<file path="config.mk">
export PLATFORM = sky130hd
export DESIGN_NAME = rect_fill
export DESIGN_NICKNAME = d
export VERILOG_FILES = /design/src/rtl/fb_pkg.sv /design/src/rtl/rect_fill.sv
export SDC_FILE = /design/constraint.sdc
export NUM_CORES = 1
export LEC_CHECK = 0
export CORE_ASPECT_RATIO = 0.7
export CORE_UTILIZATION = 40
export DETAILED_ROUTE_END_ITERATION = 16
export PLACE_DENSITY = 0.69
export SYNTH_ARGS = -nofsm -noshare
export SYNTH_HDL_FRONTEND = slang
export SYNTH_SLANG_ARGS = --single-unit
</file>
<file path="constraint.sdc">
create_clock -name clk -period 5.7 [get_ports clk]
set_input_delay 1.425 -clock clk [delete_from_list [all_inputs] [get_ports clk]]
set_output_delay 1.425 -clock clk [all_outputs]
set_load 0.02 [all_outputs]
</file>
<file path="src/rtl/fb_pkg.sv">
`default_nettype none
// ============================================================================
//  Module      : fb_pkg
//  Description : Shared frame-buffer fill definitions: coordinate type,
//                rect_fill sequencer states, frame-geometry defaults and the
//                pixel size shared with line_fill.
//  Revision    : 1.0 - initial release
// ============================================================================
package fb_pkg;

  typedef logic [15:0] coord_t;

  localparam int IMG_WIDTH     = 1920;
  localparam int IMG_HEIGHT    = 1080;
  localparam int BYTES_PER_PIX = 4;

  typedef enum logic [2:0] {
    RF_IDLE  = 3'd0,
    RF_CLIP  = 3'd1,
    RF_EMIT  = 3'd2,
    RF_FLUSH = 3'd3,
    RF_DONE  = 3'd4
  } rf_state_t;

endpackage
`default_nettype wire

</file>
<file path="src/rtl/rect_fill.sv">
`default_nettype none
// ============================================================================
//  Module      : rect_fill
//  Description : Solid-rectangle fill sequencer. Accepts one rectangle
//                command, clips it to the frame in a single registered stage,
//                then issues one horizontal-line request per row to line_fill
//                over valid/ready and pulses done once the final line's
//                writes have completed.
//  Ports       : clk, rstn (sync, active-low)
//                req_*   : rectangle command in (valid/ready)
//                line_*  : line request out to line_fill (valid/ready)
//                busy    : command in flight, done : completion pulse
//  Revision    : 1.0 - initial release
// ============================================================================
module rect_fill
  import fb_pkg::*;
#(
  parameter int AXI_ADDR_WIDTH = 32,
  parameter int IMG_WIDTH      = fb_pkg::IMG_WIDTH,
  parameter int IMG_HEIGHT     = fb_pkg::IMG_HEIGHT,
  parameter int PIX_WIDTH      = 32
) (
  input  logic                      clk,
  input  logic                      rstn,
  input  logic [AXI_ADDR_WIDTH-1:0] req_base_addr,
  input  coord_t                    req_x,
  input  coord_t                    req_y,
  input  coord_t                    req_w,
  input  coord_t                    req_h,
  input  logic [PIX_WIDTH-1:0]      req_color,
  input  logic                      req_valid,
  output logic                      req_ready,
  output logic [AXI_ADDR_WIDTH-1:0] line_base_addr,
  output coord_t                    line_x,
  output coord_t                    line_y,
  output coord_t                    line_w,
  output logic [PIX_WIDTH-1:0]      line_color,
  output logic                      line_valid,
  input  logic                      line_ready,
  output logic                      busy,
  output logic                      done
);

  localparam logic [16:0] c_img_w = 17'(IMG_WIDTH);
  localparam logic [16:0] c_img_h = 17'(IMG_HEIGHT);

  rf_state_t   r_state;
  rf_state_t   w_state_nxt;
  logic        r_req_ready;
  logic        r_flush_armed;
  coord_t      r_w;
  coord_t      r_h;
  logic [16:0] r_ye;

  logic [16:0] w_x_sum;
  logic [16:0] w_y_sum;
  logic [16:0] w_xe;
  logic [16:0] w_ye;
  logic        w_empty;
  logic        w_last_line;
  logic        w_accept;

  // 17-bit sums so x+w / y+h can never wrap before clipping.
  assign w_x_sum     = {1'b0, line_x} + {1'b0, r_w};
  assign w_y_sum     = {1'b0, line_y} + {1'b0, r_h};
  assign w_xe        = (w_x_sum > c_img_w) ? c_img_w : w_x_sum;
  assign w_ye        = (w_y_sum > c_img_h) ? c_img_h : w_y_sum;
  assign w_empty     = ({1'b0, line_x} >= c_img_w) || ({1'b0, line_y} >= c_img_h) ||
                       (r_w == '0) || (r_h == '0);
  assign w_last_line = (({1'b0, line_y} + 17'd1) == r_ye);
  assign w_accept    = req_valid && r_req_ready;

  always_ff @(posedge clk) begin
    if (!rstn) begin
      r_state <= RF_IDLE;
    end else begin
      r_state <= w_state_nxt;
    end
  end

  always_comb begin
    w_state_nxt = r_state;
    case (r_state)
      RF_IDLE:  if (w_accept) w_state_nxt = RF_CLIP;
      RF_CLIP:  w_state_nxt = w_empty ? RF_DONE : RF_EMIT;
      RF_EMIT:  if (line_ready && w_last_line) w_state_nxt = RF_FLUSH;
      // The entry cycle still sees line_fill's ready from before it took the
      // last line, so completion is only trusted once the flag is armed.
      RF_FLUSH: if (r_flush_armed && line_ready) w_state_nxt = RF_DONE;
      RF_DONE:  w_state_nxt = RF_IDLE;
      default:  w_state_nxt = RF_IDLE;
    endcase
  end

  always_ff @(posedge clk) begin
    if (!rstn) begin
      r_req_ready    <= 1'b0;
      r_flush_armed  <= 1'b0;
      r_w            <= '0;
      r_h            <= '0;
      r_ye           <= '0;
      line_base_addr <= '0;
      line_x         <= '0;
      line_y         <= '0;
      line_w         <= '0;
      line_color     <= '0;
    end else begin
      // Registered ready: low for the first cycle out of reset, high in IDLE.
      r_req_ready   <= (w_state_nxt == RF_IDLE);
      r_flush_armed <= (r_state == RF_FLUSH);
      case (r_state)
        RF_IDLE: begin
          if (w_accept) begin
            line_base_addr <= req_base_addr;
            line_x         <= req_x;
            line_y         <= req_y;
            line_color     <= req_color;
            r_w            <= req_w;
            r_h            <= req_h;
          end
        end
        RF_CLIP: begin
          line_w <= coord_t'(w_xe - {1'b0, line_x});
          r_ye   <= w_ye;
        end
        RF_EMIT: begin
          if (line_ready && !w_last_line) begin
            line_y <= line_y + 16'd1;
          end
        end
        default: ;
      endcase
    end
  end

  assign req_ready  = r_req_ready;
  assign line_valid = (r_state == RF_EMIT);
  assign busy       = (r_state != RF_IDLE);
  assign done       = (r_state == RF_DONE);

endmodule
`default_nettype wire

</file>
## After elaboration in Yosys (flattened, before gate mapping)

Index checks and enable logic that the tools add are counted.

- Bits in registers: 166
- Bits of input ports: 132
- Output and inout port bits: 116
- Logic and storage cells: 53

- Add/subtract/negate cells: 5
- $lt $le $gt $ge: 4
- Equal/unequal tests: 7
- Muxes and demuxes: 10
- Reductions and logical operators: 16

Operators with widths:

| operator | number |
|---|---|
| $mux W16 | 3 |
| $add A16 B16 Y17 | 2 |
| $gt A17 B11 Y1 const B | 2 |
| $ge A16 B11 Y1 const B | 2 |
| $logic_not A16 Y1 | 2 |
| $pmux W16 S2 | 1 |
| $add A16 B1 Y17 const B | 1 |
| $eq A17 B17 Y1 | 1 |
| $mux W17 | 1 |
| $add A16 B1 Y16 const B | 1 |
| $sub A16 B16 Y16 | 1 |
| $mux W3 | 4 |
| $pmux W3 S4 | 1 |
| $eq A3 B2 Y1 const B | 2 |
| $logic_not A3 Y1 | 2 |
| $logic_and A1 B1 Y1 | 4 |
| $eq A3 B1 Y1 const B | 1 |
| $eq A3 B3 Y1 const B | 1 |
| $logic_or A1 B1 Y1 | 3 |
| $reduce_and A3 Y1 | 1 |
| $reduce_bool A3 Y1 | 1 |
| $ne A2 B1 Y1 const B | 1 |
| $ne A2 B2 Y1 const B | 1 |
| $reduce_and A2 Y1 | 1 |
| 2 further kinds | 2 |

## Longest topological paths before layout

Gate-level depths: netlist of the first run.

- Depth after elaboration: 7
- Mapped depth: 24
- Depth with buffers taken out: 23

## Worst setup path after synthesis of the first run

OpenSTA, ideal clock, no wires.

- Path kind: reg-to-reg
- Start: register line_x[0]
- End: register line_w[15]
- Data arrival time: 4.694 ns
- Data required time: 5.578 ns
- Path slack: 0.884 ns
- Stages on the path, launching flop included: 24
- Path buffers: 0
- Clock period less this slack: 4.816 ns
- Cell sequence: dfxtp_1 -> ha_1 -> fa_1 -> a21o_1 -> a221oi_2 -> o221ai_4 -> xnor2_1 -> or4_4 -> or2_1 -> nand2_1 -> inv_2 -> nand2_1 -> inv_1 -> ha_1 -> nor2b_1 -> o21ai_0 -> nand2b_1 -> a21o_1 -> a21oi_1 -> or2_2 -> o211ai_2 -> a21oi_2 -> o21ai_1 -> a221o_1

- Longest elaborated chain between the ends: 4

Ends and longest elaborated chain:

| element | line | RTL |
|---|---|---|
| start: declaration | rect_fill.sv:34 | `output coord_t line_x,` |
| start signal: assignment | rect_fill.sv:115 | `line_x <= req_x;` |
| $add A16 B16 Y17 | rect_fill.sv:64 | `assign w_x_sum = {1'b0, line_x} + {1'b0, r_w};` |
| $gt A17 B11 Y1 | rect_fill.sv:66 | `assign w_xe = (w_x_sum > c_img_w) ? c_img_w : w_x_sum;` |
| $mux W16 | rect_fill.sv:66 |  |
| $sub A16 B16 Y16 (*) | rect_fill.sv:123 | `line_w <= coord_t'(w_xe - {1'b0, line_x});` |
| end signal: assignment | rect_fill.sv:123 |  |
| end: declaration | rect_fill.sv:36 | `output coord_t line_w,` |

Mark *: on every way between the ends. The rest lies on a longest branch, timed or not.
A chain may end at the register's enable or synchronous reset.

## Final worst setup path of the first run

Same ends and word-level chain as after synthesis.

==> summary.md, run 1 <==
| Metric | Value |
|---|---|
| Status | `completed` |
| Vias | `9024` |
| Largest net degree at the start of global routing | `82` |
| Hold Slack | `0.451 ns` |
| RR Startpoint | `line_x[0]` |
| Synth async-reset ratio | `0%` |
| CTS H-tree depth | `4` |
| PD cells | `278 mW/mm^2` |
| Synth unique cells | `84` |
| FP Rows | `45` |
| Hold Path Class | `reg2reg` |
| Max-cap violations | `0` |
| Root Driver | `clkbuf_16` |
| Logic pwr share | `25.9%` |
| Slew Limit Headroom | `32.8%` |
| Sw power | `0.00105 W` |
| Io pins | `248` |
| HPWL Detailed | `19500 microns` |
| Startpoint types | `flip-flop` |
| Die area | `0.0233 sq mm` |
| Clock power share | `36.0%` |
| Syn avg cell area | `7.63 sq um` |
| Worst reg2reg path depth | `23` |
| WP data required | `6.02 ns` |
| P_leak | `4.53 nW` |
| Worst slew pin tran | `1.00 ns` |
| Ys flop type | `dfxtp_1` |
| Nets | `1581` |
| Antenna-violating nets left | `0` |
| CTS clk-pin slew, worst paths | `0.07 ns` |
| Crit Path Max Fanout | `6` |
| Die Ht | `128 microns` |
| Worst hold start | `line_base_addr[14]` |
| RSZ-0062 raised after global routing | `false` |
| Initial Util | `41.3%` |
| Tot GR Track Use | `23.4%` |
| DRT iter0 DRCs | `565` |
| Worst R2R Setup Slack | `0.40 ns` |
| Drt drc | `0` |
| Synthesized area | `0.00906 sq mm` |
| CP Data Arrival Time | `5.63 ns` |
| Overall routed net length | `27200 microns` |
| Seq pwr share | `38.1%` |
| Final Critical Period | `5.30 ns` |
| Die width | `182 microns` |
| Type of the worst setup path | `reg2reg` |
| Sequential fraction of the synthesis area | `36.7%` |
| PostCTS Resize Cnt | `0` |
| Vias/cell | `5.33` |
| Synth warn | `0` |
| Slew Viols, Final | `0` |
| Remaining Overflow, GRT | `0` |
| Period utilisation layout | `93.1%` |
| Number of global-route vias before repair | `8194` |
| Worst Skew | `0.0130 ns` |
| Hold-fix buffers, CTS | `0` |
| Setup Fix Bufs, Post-CTS | `0` |
| Clock Path Buffers | `2` |
| TNS Setup | `0 ns` |
| Hold Path End | `line_base_addr[14]` |
| Critical path capture point type | `flip-flop` |
| CTS tree | `yes` |
| Switching fraction of total power | `30.6%` |
| First-pass GRT wire length | `43400 microns` |
| FF+latch count, synth | `166` |
| Achievable Freq | `0.189 GHz` |
| Layout cells sized above 1 | `4.82%` |
| FF-to-FF End | `line_w[15]` |
| Final GP Congestion | `0.918` |
| Core Area | `0.0220 sq mm` |
| CTS sink cnt | `166` |
| Area grow syn2layout | `36.2%` |
| Final Hold Vio Count | `0` |
| Post-synth EDFFs | `0` |
| Final setup vio count | `0` |
| DRT Pass-1 Iters | `5` |
| I/O Buffers | `247` |
| Clk_lat worst skew | `0.44 ns` |
| Worst IR Drop VDD | `0.000238 V` |
| Internal power contribution | `0.00238 W` |
| TritonCTS buffer count | `17` |
| WHS Path Cells | `2` |
| WL/cell | `16.1 microns` |
| Initial antenna violation count | `1` |
| Post-Synthesis Cells | `1188` |
routing by layer:
metal  GRT usage, %  part of all wire (%)
met4           5.73                   1.2
met2           33.4                    42
met5              0                     0
met3           7.39                   8.0
met1           33.7                    49
worst max-delay path, cell delays in order (launching register included):
cell and delay, ns:
dfxtp_1 0.36, ha_1 0.25, fa_1 0.41, a21o_1 0.26
a221oi_2 0.40, xnor2_1 0.20, nor4bb_1 0.09, or4_4 0.54
or2_1 0.28, nand2_1 0.21, inv_2 0.07, nand2_1 0.11
inv_1 0.06, ha_1 0.27, nor2b_1 0.13, o21ai_0 0.17
nand2b_1 0.11, a21o_1 0.18, a21oi_1 0.20, or2_2 0.15
o211ai_2 0.10, a21oi_2 0.24, o21ai_1 0.09, a221o_1 0.31
cell usage after synthesis, types with 16 or more instances:
cell type	count	share of area [%]
inv_1	42	1.7
o21ai_0	28	1.5
dfxtp_1	166	37
xor2_1	16	1.5
nand3_1	24	1.3
ha_1	49	6.8
nor4_1	20	1.4
a21oi_1	170	9.4
and3_1	16	1.1
nand2_1	281	12
nor2_1	55	2.3
nor3_1	19	1.0
clkbuf_1	56	2.3
xnor2_1	34	3.3
nand4_1	19	1.3
power by group through the flow:
stage,clock (W),combinational (W),sequential (W)
after floorplan,0,0.000503,0.00137
after global placement,0,0.000873,0.00133
after detailed placement,0,0.000879,0.00133
after CTS,0.00126,0.000885,0.00131
after global routing,0.00132,0.000979,0.00132
final,0.00123,0.000887,0.00131
worst max path at each step:
stage | cells after the start | end | slack (ns) | startpoint
2_1_floorplan | 23 | line_w[15] | 0.88 | line_x[0]
3_3_place_gp | 23 | line_w[15] | 0.63 | line_x[0]
3_5_place_dp | 23 | line_w[15] | 0.41 | line_x[0]
4_1_cts | 23 | line_w[15] | 0.40 | line_x[0]
5_1_grt | 23 | line_w[15] | 0.006 | line_x[0]
6_report | 23 | line_w[15] | 0.40 | line_x[0]
final cells by class:
type                       count  area [sq um]
inverter                      43           164
fill                        2041          9610
antenna                        1          2.50
timing repair buffer         254          2520
clock inverter                12           178
multi-input combinational    915          5350
sequential                   166          3320
tap                          282           353
clock buffer                  20           447
through the flow:
step	std cells	worst slack [ns]	utilization [%]	total power (W)	area (sq um)
after floorplan	1191	0.884	-	0.00187	9070
after global placement	1660	0.631	53.4	0.00220	11700
after detailed placement	1660	0.409	53.4	0.00221	11700
after CTS	1692	0.396	56.2	0.00345	12300
after global routing	1692	0.00607	56.2	0.00361	12300
final	1693	0.395	56.2	0.00343	12300
cell usage in the layout, fill, tap and decap left out, types with 5 or more instances in the layout:
cell             count
o21ai_0             28
buf_4                7
inv_1               41
nand4_1             19
dfxtp_1            166
o21a_1               8
xor2_1              16
nand3_1             23
nor2_1              55
a21oi_1            170
a31oi_1              7
nand2b_1             6
clkbuf_16           17
o21ai_1             14
or2_1               13
and2_1               9
a22oi_1              8
nand2_1            281
a211oi_1             7
a21o_1              10
nor2b_1              7
clkdlybuf4s50_1    247
nor3_1              19
and3_1              15
nor4_1              20
or3_1                5
xnor2_1             34
ha_1                49
sequential cells by signal (all words and copies together) (netlist names):
| name | cells |
|---|---|
| line_color | 32 |
| req_ready | 1 |
| r_state | 3 |
| r_h | 16 |
| r_ye | 17 |
| r_flush_armed | 1 |
| line_x | 16 |
| line_base_addr | 32 |
| line_y | 16 |
| r_w | 16 |
| line_w | 16 |
logic make-up after synthesis:
logic type,Yosys count,share of synthesized area [%]
XOR/XNOR,50,4.83
AND/OR/NAND/NOR,506,26.0
multiplexers,4,0.442
adder cells (fa/ha/maj),52,7.43
flip-flops,166,36.7
buffers and inverters,110,4.64
AO/OA/AOI/OAI,299,20.0
other,1,0.0414
(Power assumes the default switching activity.)
==> run 2, diff against run 1 <==
HOLD_SLACK_MARGIN = 0.02   (was unset)
==> results of run 2 <==
Same layout as run 1: the final DEF is identical, and so are final timing and power.
==> run 3, diff against run 2 <==
CELL_PAD_IN_SITES_DETAIL_PLACEMENT = 1   (was unset)
CELL_PAD_IN_SITES_GLOBAL_PLACEMENT = 1   (was unset)
CORE_UTILIZATION = 35   (was 40)
PLACE_DENSITY = 0.82   (was 0.69)
==> run 3 against run 2 <==
First-iteration DRC count fell by 21%. Routed wire length rose by 18%. Non-clock buffer count rose by 3. Sequential power about the same. Critical endpoint unchanged. Critical path depth stayed put. Clock power fell by 5%. Cell area is 0.45% higher.
==> summary.md, run 3 (same netlist as run 1, synthesis figures left out) <==
| Metric | Value |
|---|---|
| Status | `completed` |
| Antenna-violating nets left | `0` |
| Worst IR Drop VDD | `0.000217 V` |
| CP Data Arrival Time | `5.59 ns` |
| Final setup vio count | `0` |
| DRT iter0 DRCs | `445` |
| Hold-fix buffers, CTS | `0` |
| Core Area | `0.0250 sq mm` |
| Initial antenna violation count | `0` |
| Ant diodes | `0` |
| WP data required | `6.02 ns` |
| Largest registers | `line_base_addr x32, line_color x32, r_ye x17` |
| Die width | `194 microns` |
| Placed cell count | `1706` |
| Commonest non-fill, non-tap cell in the layout | `nand2_1` |
| TritonCTS buffer count | `17` |
| Dpl cell area | `0.0118 sq mm` |
| Type of the worst setup path | `reg2reg` |
| Slew Limit Headroom | `36.6%` |
| I/O Buffers | `247` |
| Final GP Congestion | `0.910` |
| Max-cap violations | `0` |
| RSZ-0062 raised after global routing | `false` |
| Most used cells in the layout excluding fill and tap cells | `nand2_1 (281), clkdlybuf4s50_1 (247), a21oi_1 (170), dfxtp_1 (166), nor2_1 (55)` |
| Slew Viols, Final | `0` |
| Root Driver | `clkbuf_16` |
| Vias/cell | `5.33` |
| CTS tree | `yes` |
| Largest net degree at the start of global routing | `83` |
| WHS Path Cells | `2` |
| Hold Path Class | `reg2reg` |
| HPWL Detailed | `23800 microns` |
| Worst slew pin tran | `0.951 ns` |
| Critical path capture point type | `flip-flop` |
| P_leak | `4.53 nW` |
| Remaining Overflow, GRT | `0` |
| Vias | `9258` |
| Switching fraction of total power | `32.8%` |
| RR Startpoint | `line_x[0]` |
| Final Hold Vio Count | `0` |
| Tot GR Track Use | `23.9%` |
| CTS clk-pin slew, worst paths | `0.07 ns` |
| Nets | `1584` |
| FP Rows | `48` |
| Worst R2R Setup Slack | `0.42 ns` |
| Achievable Freq | `0.189 GHz` |
| WL/cell | `18.4 microns` |
| DRT Pass-1 Iters | `4` |
| Internal power contribution | `0.00229 W` |
| Finished Core Util | `49.5%` |
| CTS sink cnt | `166` |
| Total Power | `0.00340 W` |
| Die Ht | `137 microns` |
| Logic pwr share | `27.0%` |
| Hold Path End | `line_w[5]` |
| FF-to-FF End | `line_w[15]` |
| Startpoint types | `flip-flop` |
| Clock power share | `34.4%` |
| PD cells | `274 mW/mm^2` |
| Worst hold start | `line_w[5]` |
| Final Critical Period | `5.28 ns` |
| Seq pwr share | `38.5%` |
| Number of global-route vias before repair | `9180` |
| TNS Setup | `0 ns` |
| Io pins | `248` |
| Die area | `0.0266 sq mm` |
| Fin cells | `1736` |
| CTS H-tree depth | `4` |
| First-pass GRT wire length | `50000 microns` |
| Overall routed net length | `32000 microns` |
| Clock Path Buffers | `2` |
| Crit Path Max Fanout | `6` |
| Clk_lat worst skew | `0.43 ns` |
| Layout cells sized above 1 | `5.10%` |
| Area grow syn2layout | `36.8%` |
| Worst reg2reg path depth | `23` |
| Drt drc | `0` |
| Worst Skew | `0.00966 ns` |
| Finished Cell Area | `0.0124 sq mm` |
| Initial Util | `36.2%` |
| Period utilisation layout | `92.6%` |
| Setup Fix Bufs, Post-CTS | `0` |
| PostCTS Resize Cnt | `0` |
| Sw power | `0.00112 W` |
[run 3: changes by cell type in the layout (fill, tap and decap cells not counted), sizes merged]
cell / previous run / this run
inv: 43 / 46
bufinv: 4 / 2
buf: 7 / 10
diode: 1 / 0
clkbuf: 20 / 17
[run 3: worst max path at each step]
| stage | startpoint | endpoint | slack [ns] | cells past startpoint |
|---|---|---|---|---|
| 2_1_floorplan | line_x[0] | line_w[15] | 0.88 | 23 |
| 3_3_place_gp | line_x[0] | line_w[15] | 0.56 | 23 |
| 3_5_place_dp | line_x[0] | line_w[12] | 0.40 | 21 |
| 4_1_cts | line_x[0] | line_w[15] | 0.34 | 23 |
| 5_1_grt | line_x[0] | line_w[15] | 0.06 | 23 |
| 6_report | line_x[0] | line_w[15] | 0.42 | 23 |
[run 3: layout make-up]
type	count	area [sq um]
fillers	3049	12600
well taps	325	407
flip-flops and latches	166	3320
multi-input cells	915	5370
inverters	43	164
clock buffers	17	425
clock inverters	13	151
repair buffers	257	2560
[run 3: critical path, stage by stage (launching register included)]
cell and delay, ns:
dfxtp_1 0.36, ha_1 0.25, fa_1 0.43, a21o_1 0.28, a221oi_4 0.33, xnor2_1 0.19, nor4bb_1 0.09, or4_4 0.54
or2_1 0.30, nand2_1 0.21, inv_2 0.07, nand2_1 0.11, inv_1 0.05, ha_1 0.28, nor2b_1 0.13, o21ai_0 0.16
nand2b_1 0.10, a21o_1 0.18, a21oi_1 0.18, or2_2 0.15, o211ai_2 0.10, a21oi_2 0.24, o21ai_1 0.10, a221o_1 0.31
[run 3: through the flow]
step	hold WS (ns)	worst slack, ns
finish	0.454	0.421
global route	0.471	0.0594
CTS	0.456	0.335
detailed placement	0.446	0.398
global placement	0.440	0.564
floorplan	0.437	0.884
[run 3: power groups by stage]
stage	logic, W	clock network [W]	registers (W)
after global placement	0.000890	0	0.00133
after CTS	0.000920	0.00120	0.00131
after global routing	0.00101	0.00124	0.00132
after floorplan	0.000503	0	0.00137
after detailed placement	0.000912	0	0.00134
final	0.000920	0.00117	0.00131
[run 3: per-layer routing]
metal  share of wire [%]  global-route usage [%]  routed length (microns)  vias up
met5                   0                       0                        0        -
met3                 6.1                    5.84                     1950       17
met4                0.88                    4.45                      282        0
met2                  42                    36.3                    13400      257
met1                  51                    34.2                    16300     4453
li1                    -                       -                        -     4531
